--- src/rtl/rf_pkg.sv ---
// Shared register-file definitions: write-enable encoding, geometry and the
// writeback entry carried through the write queue.
package rf_pkg;

  localparam logic [1:0] WEN_IDLE = 2'b00;
  localparam logic [1:0] WEN_ONE  = 2'b01;
  localparam logic [1:0] WEN_ZERO = 2'b10;
  localparam logic [1:0] WEN_DATA = 2'b11;

  localparam int NUM_REGS = 16;
  localparam int REG_AW   = 4;
  localparam int XLEN     = 32;

  typedef struct packed {
    logic [1:0]        kind;
    logic [REG_AW-1:0] addr;
    logic [XLEN-1:0]   data;
  } wb_entry;

  // Constant-write kinds carry no payload; the register file supplies the value.
  function automatic wb_entry make_entry(input logic [1:0] kind,
                                         input logic [REG_AW-1:0] addr,
                                         input logic [XLEN-1:0] data);
    wb_entry e;
    e.kind = kind;
    e.addr = addr;
    e.data = (kind == WEN_DATA) ? data : '0;
    return e;
  endfunction

endpackage

--- src/rtl/rf_wb_fifo.sv ---
// In-order writeback queue: two ordered pushes (a before b) and one pop per
// clock, with per-slot valid/address export for pending-write decode.
module rf_wb_fifo
  import rf_pkg::*;
#(
  parameter int DEPTH = 4
) (
  input  logic                      clk,
  input  logic                      rst_,
  input  logic                      flush,
  input  logic                      push_a,
  input  logic [$bits(wb_entry)-1:0] push_a_ent,
  input  logic                      push_b,
  input  logic [$bits(wb_entry)-1:0] push_b_ent,
  input  logic                      pop,
  output logic [$bits(wb_entry)-1:0] head_ent,
  output logic [$clog2(DEPTH):0]    count,
  output logic [DEPTH-1:0]          ent_valid,
  output logic [DEPTH*REG_AW-1:0]   ent_addr
);

  localparam int PW = $clog2(DEPTH);
  localparam int CW = PW + 1;

  wb_entry        mem_q [DEPTH];
  wb_entry        mem_d [DEPTH];
  logic [PW-1:0]  wr_ptr_q, wr_ptr_d;
  logic [PW-1:0]  rd_ptr_q, rd_ptr_d;
  logic [CW-1:0]  count_q, count_d;
  logic [PW-1:0]  b_idx;

  always_comb begin
    mem_d    = mem_q;
    wr_ptr_d = wr_ptr_q;
    rd_ptr_d = rd_ptr_q;
    count_d  = count_q;
    b_idx    = wr_ptr_q + PW'(push_a);
    if (flush) begin
      wr_ptr_d = '0;
      rd_ptr_d = '0;
      count_d  = '0;
    end else begin
      if (push_a) mem_d[wr_ptr_q] = wb_entry'(push_a_ent);
      if (push_b) mem_d[b_idx]    = wb_entry'(push_b_ent);
      wr_ptr_d = wr_ptr_q + PW'(push_a) + PW'(push_b);
      rd_ptr_d = rd_ptr_q + PW'(pop);
      count_d  = count_q + CW'(push_a) + CW'(push_b) - CW'(pop);
    end
  end

  // Payload storage needs no reset: slot validity comes from the pointers.
  always_ff @(posedge clk) begin
    mem_q <= mem_d;
  end

  always_ff @(posedge clk or negedge rst_) begin
    if (!rst_) begin
      wr_ptr_q <= '0;
      rd_ptr_q <= '0;
      count_q  <= '0;
    end else begin
      wr_ptr_q <= wr_ptr_d;
      rd_ptr_q <= rd_ptr_d;
      count_q  <= count_d;
    end
  end

  assign head_ent = mem_q[rd_ptr_q];
  assign count    = count_q;

  // A slot is live when its distance from the read pointer is below the occupancy.
  always_comb begin
    ent_valid = '0;
    ent_addr  = '0;
    for (int i = 0; i < DEPTH; i++) begin
      ent_valid[i]                = {1'b0, PW'(PW'(i) - rd_ptr_q)} < count_q;
      ent_addr[i*REG_AW +: REG_AW] = mem_q[i].addr;
    end
  end

endmodule

--- src/rtl/rf_wb_ctrl.sv ---
// Register-file write-side driver: arbitrates ALU and load writebacks into an
// in-order queue, drains one write per clock and publishes a pending-write mask.
module rf_wb_ctrl
  import rf_pkg::*;
#(
  parameter int DEPTH = 4,
  parameter int AW    = 4,
  parameter int DW    = 32
) (
  input  logic                  clk,
  input  logic                  rst_,
  input  logic                  flush,
  input  logic                  alu_valid,
  output logic                  alu_ready,
  input  logic [AW-1:0]         alu_addr,
  input  logic [DW-1:0]         alu_data,
  input  logic [1:0]            alu_kind,
  input  logic                  ld_valid,
  output logic                  ld_ready,
  input  logic [AW-1:0]         ld_addr,
  input  logic [DW-1:0]         ld_data,
  output logic [1:0]            WEn,
  output logic [AW-1:0]         AddrD,
  output logic [DW-1:0]         DataD,
  output logic [NUM_REGS-1:0]   busy,
  output logic [$clog2(DEPTH):0] count
);

  localparam int CW = $clog2(DEPTH) + 1;
  localparam logic [CW-1:0] FULL_CNT = CW'(DEPTH);
  localparam logic [CW-1:0] LAST_CNT = CW'(DEPTH - 1);

  wb_entry                 ld_ent, alu_ent, head_ent;
  wb_entry                 out_q, out_d;
  logic                    ld_push, alu_push, pop;
  logic [DEPTH-1:0]        ent_valid;
  logic [DEPTH*REG_AW-1:0] ent_addr;

  // Readiness looks only at registered occupancy; the load owns the last slot.
  assign ld_ready  = !flush && (count < FULL_CNT);
  assign alu_ready = !flush && ((count < LAST_CNT) || ((count < FULL_CNT) && !ld_valid));

  assign ld_push  = ld_valid && ld_ready;
  assign alu_push = alu_valid && alu_ready && (alu_kind != WEN_IDLE);
  assign pop      = (count != '0) && !flush;

  assign ld_ent  = make_entry(WEN_DATA, REG_AW'(ld_addr), XLEN'(ld_data));
  assign alu_ent = make_entry(alu_kind, REG_AW'(alu_addr), XLEN'(alu_data));

  rf_wb_fifo #(.DEPTH(DEPTH)) u_fifo (
    .clk        (clk),
    .rst_       (rst_),
    .flush      (flush),
    .push_a     (ld_push),
    .push_a_ent (ld_ent),
    .push_b     (alu_push),
    .push_b_ent (alu_ent),
    .pop        (pop),
    .head_ent   (head_ent),
    .count      (count),
    .ent_valid  (ent_valid),
    .ent_addr   (ent_addr)
  );

  // An idle cycle keeps the last address/data on the port; only the enable drops.
  always_comb begin
    out_d = out_q;
    if (flush || !pop) out_d.kind = WEN_IDLE;
    else               out_d      = head_ent;
  end

  always_ff @(posedge clk or negedge rst_) begin
    if (!rst_) out_q <= '0;
    else       out_q <= out_d;
  end

  assign WEn   = out_q.kind;
  assign AddrD = AW'(out_q.addr);
  assign DataD = DW'(out_q.data);

  always_comb begin
    busy = '0;
    for (int i = 0; i < DEPTH; i++) begin
      if (ent_valid[i]) busy[ent_addr[i*REG_AW +: REG_AW]] = 1'b1;
    end
    if (out_q.kind != WEN_IDLE) busy[out_q.addr] = 1'b1;
  end

endmodule

--- config.mk ---
export PLATFORM = sky130hd
export DESIGN_NAME = rf_wb_ctrl
export DESIGN_NICKNAME = d
export VERILOG_FILES = /design/src/rtl/rf_pkg.sv /design/src/rtl/rf_wb_fifo.sv /design/src/rtl/rf_wb_ctrl.sv
export SDC_FILE = /design/constraint.sdc
export NUM_CORES = 1
export LEC_CHECK = 0
export BUFFER_PORTS_ARGS = -buffer_cell sky130_fd_sc_hd__buf_4
export CAP_MARGIN = 20
export CORE_MARGIN = 2
export CORE_UTILIZATION = 54
export CTS_CLUSTER_SIZE = 30
export DETAILED_ROUTE_END_ITERATION = 7
export PLACE_DENSITY = 0.86
export SLEW_MARGIN = 20
export SYNTH_ARGS = -nofsm -noshare
export SYNTH_HDL_FRONTEND = slang
export SYNTH_SLANG_ARGS = --single-unit
--- constraint.sdc ---
create_clock -name clk -period 2.9 [get_ports clk]
set_clock_uncertainty 0.2 [all_clocks]
set_input_delay 0.435 -clock clk [delete_from_list [all_inputs] [get_ports clk]]
set_output_delay 0.435 -clock clk [all_outputs]
set_load 0.02 [all_outputs]
-- Word-level counts from Yosys, hierarchy flattened
Cells that the tools add are included.
Widths: inputs -> output; s select.
- register bits after elaboration: 197
- logic and storage cells: 111
- $add $sub $neg: 10
- $lt $le $gt $ge: 21
- eq/ne operators: 1
- muxes and demuxes: 32
- bitwise logic cells: 7
- reduce and logical (&&, ||, !) cells: 22
- operators by type and width (cell ; number):
    $mux 152 ; 3
    $bwmux 152 ; 2
    $demux 38 s2 ; 2
    $mux 38 ; 4
    $mux 16 ; 5
    $bmux 38 s2 ; 1
    $or 16x16->16 ; 4
    $mux 32 ; 1
    $lt 4x5->1 const B ; 5
    $demux 1 s4 ; 5
    $ge 4x1->1 const B ; 5
    $logic_and 1x1->1 ; 14
    $lt 2x3->1 ; 4
    $ge 3x3->1 const B ; 3
    $not 2->3 ; 3
    $add 2x1->2 ; 3
    $add 3x1->3 ; 2
    $lt 3x1->1 const B ; 2
    $mux 2 ; 3
    $mux 1 ; 5
    $reduce_bool 2->1 ; 2
    $sub 1x2->2 const A ; 2
    $sub 2x2->2 const A ; 2
    $logic_not 1->1 ; 3
    7 further kinds ; 8

-- Longest topological paths before layout
Gate-level depths: netlist (run 1).
- word-level depth: 13
- gate-level depth with buffers: 11
- depth with buffers taken out: 10

-- By module
From an unflattened synthesis (run 1), not the netlist that was laid out.
- cell total of the unflattened synthesis: 1189
- area total of the unflattened synthesis: 11697.5 um2
- modules (own cells, without submodules) (module ; times used ; cells an instance ; area each (um2) ; sequential area each (um2)):
    rf_wb_fifo ; 1 ; 968 ; 9375.2 ; 4739.5
    rf_wb_ctrl ; 1 ; 221 ; 2322.2 ; 950.9

-- Least setup slack after synthesis (run 1)
No wires, ideal clock.
- path kind: input -> register
- start point: input flush
- end point: register u_fifo.mem_q, in the netlist u_fifo.ent_addr[0] (enable)
- library setup time: 0.504 ns
- data arrival time: 3.569 ns
- data required time: 2.196 ns
- path slack: -1.373 ns
- stages: 2
- path buffers: 1
- cell sequence: clkbuf_1 inv_1
- RTL lines (what ; line ; source):
    from (decl) ; rf_wb_ctrl.sv:12 ; input logic flush,
    to (signal assigned) ; rf_wb_fifo.sv:53 ; mem_q <= mem_d;
    to (decl) ; rf_wb_fifo.sv:25 ; wb_entry mem_q [DEPTH];
No word-level cell between the ends.

-- Worst setup path in the final report (run 1)
- start point: register u_fifo.rd_ptr_q[1]
- end point: output busy[11]
- longest elaborated chain between the ends: 11
- elaborated cells between the ends (all ways): 17
- classes of those cells: add/sub: 4; order compare: 4; mux: 5; bitwise: 4
- ends and longest elaborated chain (what ; line ; source):
    from (decl) ; rf_wb_fifo.sv:28 ; logic [PW-1:0] rd_ptr_q, rd_ptr_d;
    from (signal assigned) ; rf_wb_fifo.sv:63 ; rd_ptr_q <= rd_ptr_d;
    $sub 1x2->2 ; rf_wb_fifo.sv:76 ; ent_valid[i] = {1'b0, PW'(PW'(i) - rd_ptr_q)} < count_q;
    $lt 2x3->1 ; rf_wb_fifo.sv:76 ;
    $mux 16 ; rf_wb_ctrl.sv:84 ; if (ent_valid[i]) busy[ent_addr[i*REG_AW +: REG_AW]] = 1'b1;
    $or 16x16->16 (no source line) ; - ;
    $mux 16 ; rf_wb_ctrl.sv:84 ;
    $or 16x16->16 (no source line) ; - ;
    $mux 16 ; rf_wb_ctrl.sv:84 ;
    $or 16x16->16 (no source line) ; - ;
    $mux 16 * ; rf_wb_ctrl.sv:84 ;
    $or 16x16->16 (no source line) ; - ;
    $mux 16 * ; rf_wb_ctrl.sv:86 ; if (out_q.kind != WEN_IDLE) busy[out_q.addr] = 1'b1;
    to (decl) ; rf_wb_ctrl.sv:25 ; output logic [NUM_REGS-1:0] busy,
Mark *: on every way between the ends. The rest lies on a longest branch, timed or not.

==> results of run 1 <==
area by class of cell:
type	count	share of cell area, %
multi-input cells	747	41.6
flip-flops and latches	197	40.6
repair buffers	188	11.0
clock buffers	20	3.19
well taps	275	2.46
clock inverters	12	0.706
inverters	17	0.482
critical path: stages (launching register included):
cell	delay (ns)
dfrtp_2	0.43
xnor2_2	0.20
inv_1	0.07
ha_1	0.28
nor2b_4	0.16
a2111oi_4	0.32
buf_4	0.18
o2bb2a_4	0.16
nand3_2	0.07
buf_6	0.11
power by group:
part	switching, uW	leakage, uW	total (uW)	internal, uW
logic	2570	0.00330	4910	2340
clock network	1100	0.000250	2240	1140
registers	508	0.00203	4280	3770
total	4180	0.00559	11400	7250
per-stage QoR:
step                total power (uW)  cells  setup TNS, ns  instance area [sq um]  utilization [%]
floorplan                       7120   1047         -75.14                  11800                -
global placement                8620   1415              0                  13100             62.0
detailed placement              8750   1415              0                  13100             62.0
CTS                            11300   1453         -0.819                  13900             65.6
global route                   12000   1456          -3.60                  14000             66.2
finish                         11400   1456          -1.64                  14000             66.2
state kept, by name (all words and copies together) (netlist names):
signal,cells
u_fifo.mem_q,136
WEn,2
u_fifo.ent_addr,16
u_fifo.count,3
u_fifo.rd_ptr_q,2
u_fifo.wr_ptr_q,2
DataD,32
AddrD,4
cell families after synthesis:
| group | synth area share, % |
|---|---|
| buf+inv | 4.44 |
| simple gates | 12.9 |
| xor+xnor | 0.449 |
| flops | 48.6 |
| fa+ha+maj | 1.30 |
| compound gates | 9.33 |
| mux | 23.0 |
cells in the mapped netlist (3+ instances only):
library cell / n
o21ai_0: 55
nand4_1: 16
inv_1: 15
a32oi_1: 3
buf_6: 4
a2111oi_1: 5
and2_1: 3
nor4_1: 3
nand3_1: 17
nor2_1: 58
buf_2: 23
edfxtp_1: 152
nand2b_1: 5
clkbuf_1: 39
buf_4: 20
ha_1: 9
mux2_2: 35
mux4_2: 38
o21ai_1: 63
nor3b_1: 6
nor2b_1: 12
xnor2_1: 4
nand2_1: 136
and3_1: 32
dfrtp_1: 45
mux2i_1: 144
a31oi_1: 6
a21oi_1: 50
nor3_1: 15
per-layer routing:
layer | vias up | global-route usage [%]
met1 | 4435 | 37.5
met3 | 74 | 5.45
met4 | 0 | 8.41
met2 | 529 | 45.3
li1 | 4131 | -
met5 | - | 0
worst max-delay path by stage:
stage / from / to / slack (ns) / depth (start not counted)
after floorplan: flush / u_fifo.ent_addr[0] / -0.49 / 2
after detailed placement: flush / u_fifo.mem_q[6] / 0.03 / 8
after global routing: u_fifo.rd_ptr_q[1] / busy[3] / -0.27 / 9
after global placement: u_fifo.count[1] / u_fifo.count[2] / 0.15 / 10
after CTS: u_fifo.rd_ptr_q[0] / busy[15] / -0.09 / 9
final: u_fifo.rd_ptr_q[1] / busy[11] / -0.15 / 9
timing repair:
action	4_1_cts	5_1_grt
hold buffers	1	0
setup endpoints to repair	16	48
pin swaps	14	12
gates resized for setup	31	20
endpoints found under the hold margin	45	0
buffers inserted	5	4
==> impl_metrics.toml, run 1 <==
[route]
drt_first_pass_iters = 5
route.detailed.wl_per_inst_microns = 21.4
wl_met2_microns = 15300
route.met3.wl_microns = 2760
wl_met1_microns = 12600
vias = 9169
via_per_inst = 6.30
drc = 0
ant_nets = 0
dr.first_iter.drc_count = 932
drt-total-wl_microns = 31200
highest_layer = "met4"

[grt]
grt_pass1_vias = 9115
overflow = 0
grt_pass1_wl_microns = 48900
track_usage_pct = 27.6
grt_start_max_net_pins = 153
antenna_found_initial = 0

[sta]
rsz0062_at_grt = "yes"
fin_crit_sh_pct = 105
tightest_slew_ns = 0.937
fin_ws_ns = -0.148
period_needed_ns = 3.05
fmax_mhz = 328
setup_violations = 16
holdWs_ns = 0.126
hold_violations = 0
maxSlewHeadroom_pct = 37.5
report.final.slew_viol_count = 0

[place]
dpl.hpwl_microns = 18900
place.gp.congestion = 0.961
io_buffers = 137
place_worst_setup_slack_ns = 0.0331

[floorplan]
die_area_sq_mm = 0.0229
rows = 53
start_util_pct = 55.4
dieWidth_microns = 151
fp.dieH_microns = 151
ios = 138
core-area_sq_mm = 0.0212

[worst_setup_path]
reg2reg_slack_ns = 0.12
cp.arrival_ns = 2.41
crit_type = "register to output port"
critPathRequiredTime_ns = 2.27
worst_setup_path_end_kind = "output port"
regToRegEndpoint = "u_fifo.mem_q[6]"
timing.rr.start = "u_fifo.count[2]"
crit_fanout = 4
start_kind = "register"
rr_worst_depth = 7

[synth]
ys_seq_area_share_pct = 48.6
synth_fp_nets = 1137
synthArstFlopShare_pct = 22.8
synth_area_leaders = "edfxtp_1, mux2i_1, dfrtp_1"
synth-edff-count = 152
ys.flop_type = "edfxtp_1"
synth.top_cell.area_share_pct = 39.0
synth_area_leader_cell = "edfxtp_1"
ys_ff_latch = 197
synthCells = 1047
ys.warnings.count = 0
syn_area_sq_mm = 0.0117
synth_area_per_cell_sq_um = 11.2
ys_types = 55

[final_layout]
n_fill_cell = 1531
layout_commonest_cell = "buf_4"
drive_gt1_share_pct = 29.3
layout_common_cells = "buf_4, edfxtp_1, mux2i_1"
num_antenna_cells = 0
syn_to_final_growth_pct = 19.6
multi_input_area_sq_mm = 0.00582
regArea_sq_mm = 0.00569
nNetsFinal = 1258

[clock_network]
cts_buffer_depth = 2
cts_tree = "done"
insertion_delay_ns = 0.43
htree_num_levels = 4
cts-root-buf = "clkbuf_16"
clock-sinks = 197
cts_made_buffers = 17
clk_transition_reported_paths_ns = 0.07

[status]
violations = "setup timing"
status = "finished with violations"

[power_and_ir_drop]
p_leak_uw = 0.00559
ir_drop_uv = 484
power_density_mw_per_mm2 = 816

[flow_run]
maxCapViolCount = 0

[hold_path]
holdPathEnd = "u_fifo.ent_addr[14]"
hold_class = "primary input to register"
worstHoldPathCells = 3
hp-start = "alu_addr[2]"
Note: power is estimated with default switching activity, not from simulation.
==> run 2, diff against run 1 <==
Settings changed: RECOVER_POWER from default to 100.
==> run 2 against run 1 <==
The run ends with capacitance limit, slew limit, setup timing left. Via count rose by 0.38%. Clock power barely moved. Non-clock buffer count did not move. Critical endpoint unchanged. Largest cell class unchanged. Highest routed layer unchanged.
==> impl_metrics.toml, run 2 (same netlist as run 1, synthesis figures left out) <==
[power_and_ir_drop]
p_switching_uw = 4170
power_density_mw_per_mm2 = 809
ir_drop_uv = 483
clockPowerShare_pct = 19.9
p_leak_uw = 0.00546
pwr-share-comb_pct = 42.0
intPower_uw = 7060
power_frac_seq_pct = 38.1
swShare_pct = 37.1

[worst_setup_path]
cp.arrival_ns = 2.42
start_kind = "register"
slowest_stage = "dfrtp_2"
critPathTopFamily = "compound AO/OA/AOI/OAI gates"
cp.buffers_inverters = 3
cp_cell_sequence = "xnor2_2, inv_1, ha_1, nor2b_4, a2111oi_4, buf_4, o2bb2a_4, nand3_2, buf_6"
worst_setup_path_end_kind = "output port"
critPathRequiredTime_ns = 2.27
crit_fanout = 4
crit_type = "register to output port"
cp_slowest_stage_delay_ns = 0.43

[grt]
antenna_found_initial = 0
grt_pass1_wl_microns = 48900
grt_start_max_net_pins = 153
overflow = 0
track_usage_pct = 27.6
grt_pass1_vias = 9115

[floorplan]
fp.dieH_microns = 151
core-area_sq_mm = 0.0212
dieWidth_microns = 151
rows = 53
ios = 138
die_area_sq_mm = 0.0229
start_util_pct = 55.4

[hold_path]
hold_class = "primary input to register"

[sta]
holdWs_ns = 0.124
period_needed_ns = 3.05
tightest_slew_ns = 2.16
hold_violations = 0
report.final.slew_viol_count = 153
fin_ws_ns = -0.152
setup_violations = 16
rsz0062_at_grt = "yes"
maxSlewHeadroom_pct = -43.8
setup_tns_ns = -1.56
fin_crit_sh_pct = 105
fmax_mhz = 328

[final_layout]
n_fill_cell = 1578
layout_common_cells = "edfxtp_1, mux2i_1, buf_4"
syn_to_final_growth_pct = 18.4
drive_gt1_share_pct = 26.4
largest-register = "u_fifo.mem_q"
nNetsFinal = 1258
fin_area_sq_mm = 0.0139
largest_reg_flops = 136
layout_commonest_cell = "edfxtp_1"
num_antenna_cells = 0

[route]
dr.first_iter.drc_count = 950
via_per_inst = 6.32
drt-total-wl_microns = 31100
ant_nets = 0
vias = 9204
drc = 0
drt_first_pass_iters = 6
route.detailed.wl_per_inst_microns = 21.4

[place]
io_buffers = 137
place.gp.congestion = 0.961
place_worst_setup_slack_ns = 0.0331
dpl.hpwl_microns = 18900
place_area_sq_mm = 0.0131

[clock_network]
cts_buffer_depth = 2
clock-sinks = 197
cts_tree = "done"
clk_transition_reported_paths_ns = 0.07
htree_num_levels = 4
cts_made_buffers = 17
insertion_delay_ns = 0.43
cts-root-buf = "clkbuf_16"

[flow_run]
maxCapViolCount = 1

[status]
violations = "capacitance limit, slew limit, setup timing"
status = "finished with violations"
run 2: cell count changes in the layout (fill, tap and decap cells not counted):
cell      change
buf_12        -1
buf_4        -36
clkbuf_1     +34
clkbuf_2      +2
clkbuf_4      +1
run 2: cell type report:
cell class | count | area [sq um] | share of cell area, %
multi-input combinational | 747 | 5820 | 42.0
sequential | 197 | 5690 | 41.1
timing repair buffer | 188 | 1390 | 10.0
clock buffer | 20 | 447 | 3.22
tap | 275 | 344 | 2.48
clock inverter | 12 | 98.8 | 0.713
inverter | 17 | 67.6 | 0.487
run 2: power groups by stage:
| stage | clock, uW | combinational [uW] | sequential (uW) |
|---|---|---|---|
| after floorplan | 0 | 2670 | 4450 |
| after global placement | 0 | 4350 | 4280 |
| after detailed placement | 0 | 4450 | 4300 |
| after CTS | 2260 | 4750 | 4260 |
| after global routing | 2360 | 5050 | 4350 |
| final | 2240 | 4710 | 4270 |
run 2: worst reg2reg max path: cells and delay by family (launching register included):
family,cells,cell delay [ns]
AND/OR/NAND/NOR,2,0.17
flip-flops,1,0.39
adder cells (fa/ha/maj),4,1.27
AO/OA/AOI/OAI,1,0.42
buffers and inverters,2,0.21
run 2: worst paths after layout:
path,from,slack (ns),cells past startpoint,to
setup / recovery,u_fifo.rd_ptr_q[1],-0.15,9,busy[11]
hold / removal,alu_addr[2],0.12,3,u_fifo.ent_addr[14]
setup reg to reg,u_fifo.count[1],0.12,9,u_fifo.count[1]
hold reg to reg,DataD[24],0.31,1,DataD[24]
max in group asynchronous,rst_,0.87,2,u_fifo.count[2]
min in group asynchronous,rst_,0.67,2,DataD[9]
run 2: routing by layer:
metal  up-vias  global-route usage [%]  wire, microns
met5         -                       0              0
met4         0                    8.41            581
met3        63                    5.45           2700
met2       498                    45.3          15300
met1      4505                    37.5          12600
li1       4138                       -              -
run 2: stage by stage:
| stage | power (uW) | instances | utilization [%] |
|---|---|---|---|
| final | 11200 | 1456 | 65.5 |
| after global routing | 11800 | 1456 | 65.5 |
| after CTS | 11300 | 1453 | 65.6 |
| after detailed placement | 8750 | 1415 | 62.0 |
| after global placement | 8620 | 1415 | 62.0 |
| after floorplan | 7120 | 1047 | - |
run 2: repair_timing:
action | CTS | global route
hold endpoints to repair | 45 | 0
endpoints found under the setup margin | 16 | 48
buffers inserted | 5 | 4
hold buffers | 1 | 0
resized for setup | 31 | 20
pin swaps | 14 | 12
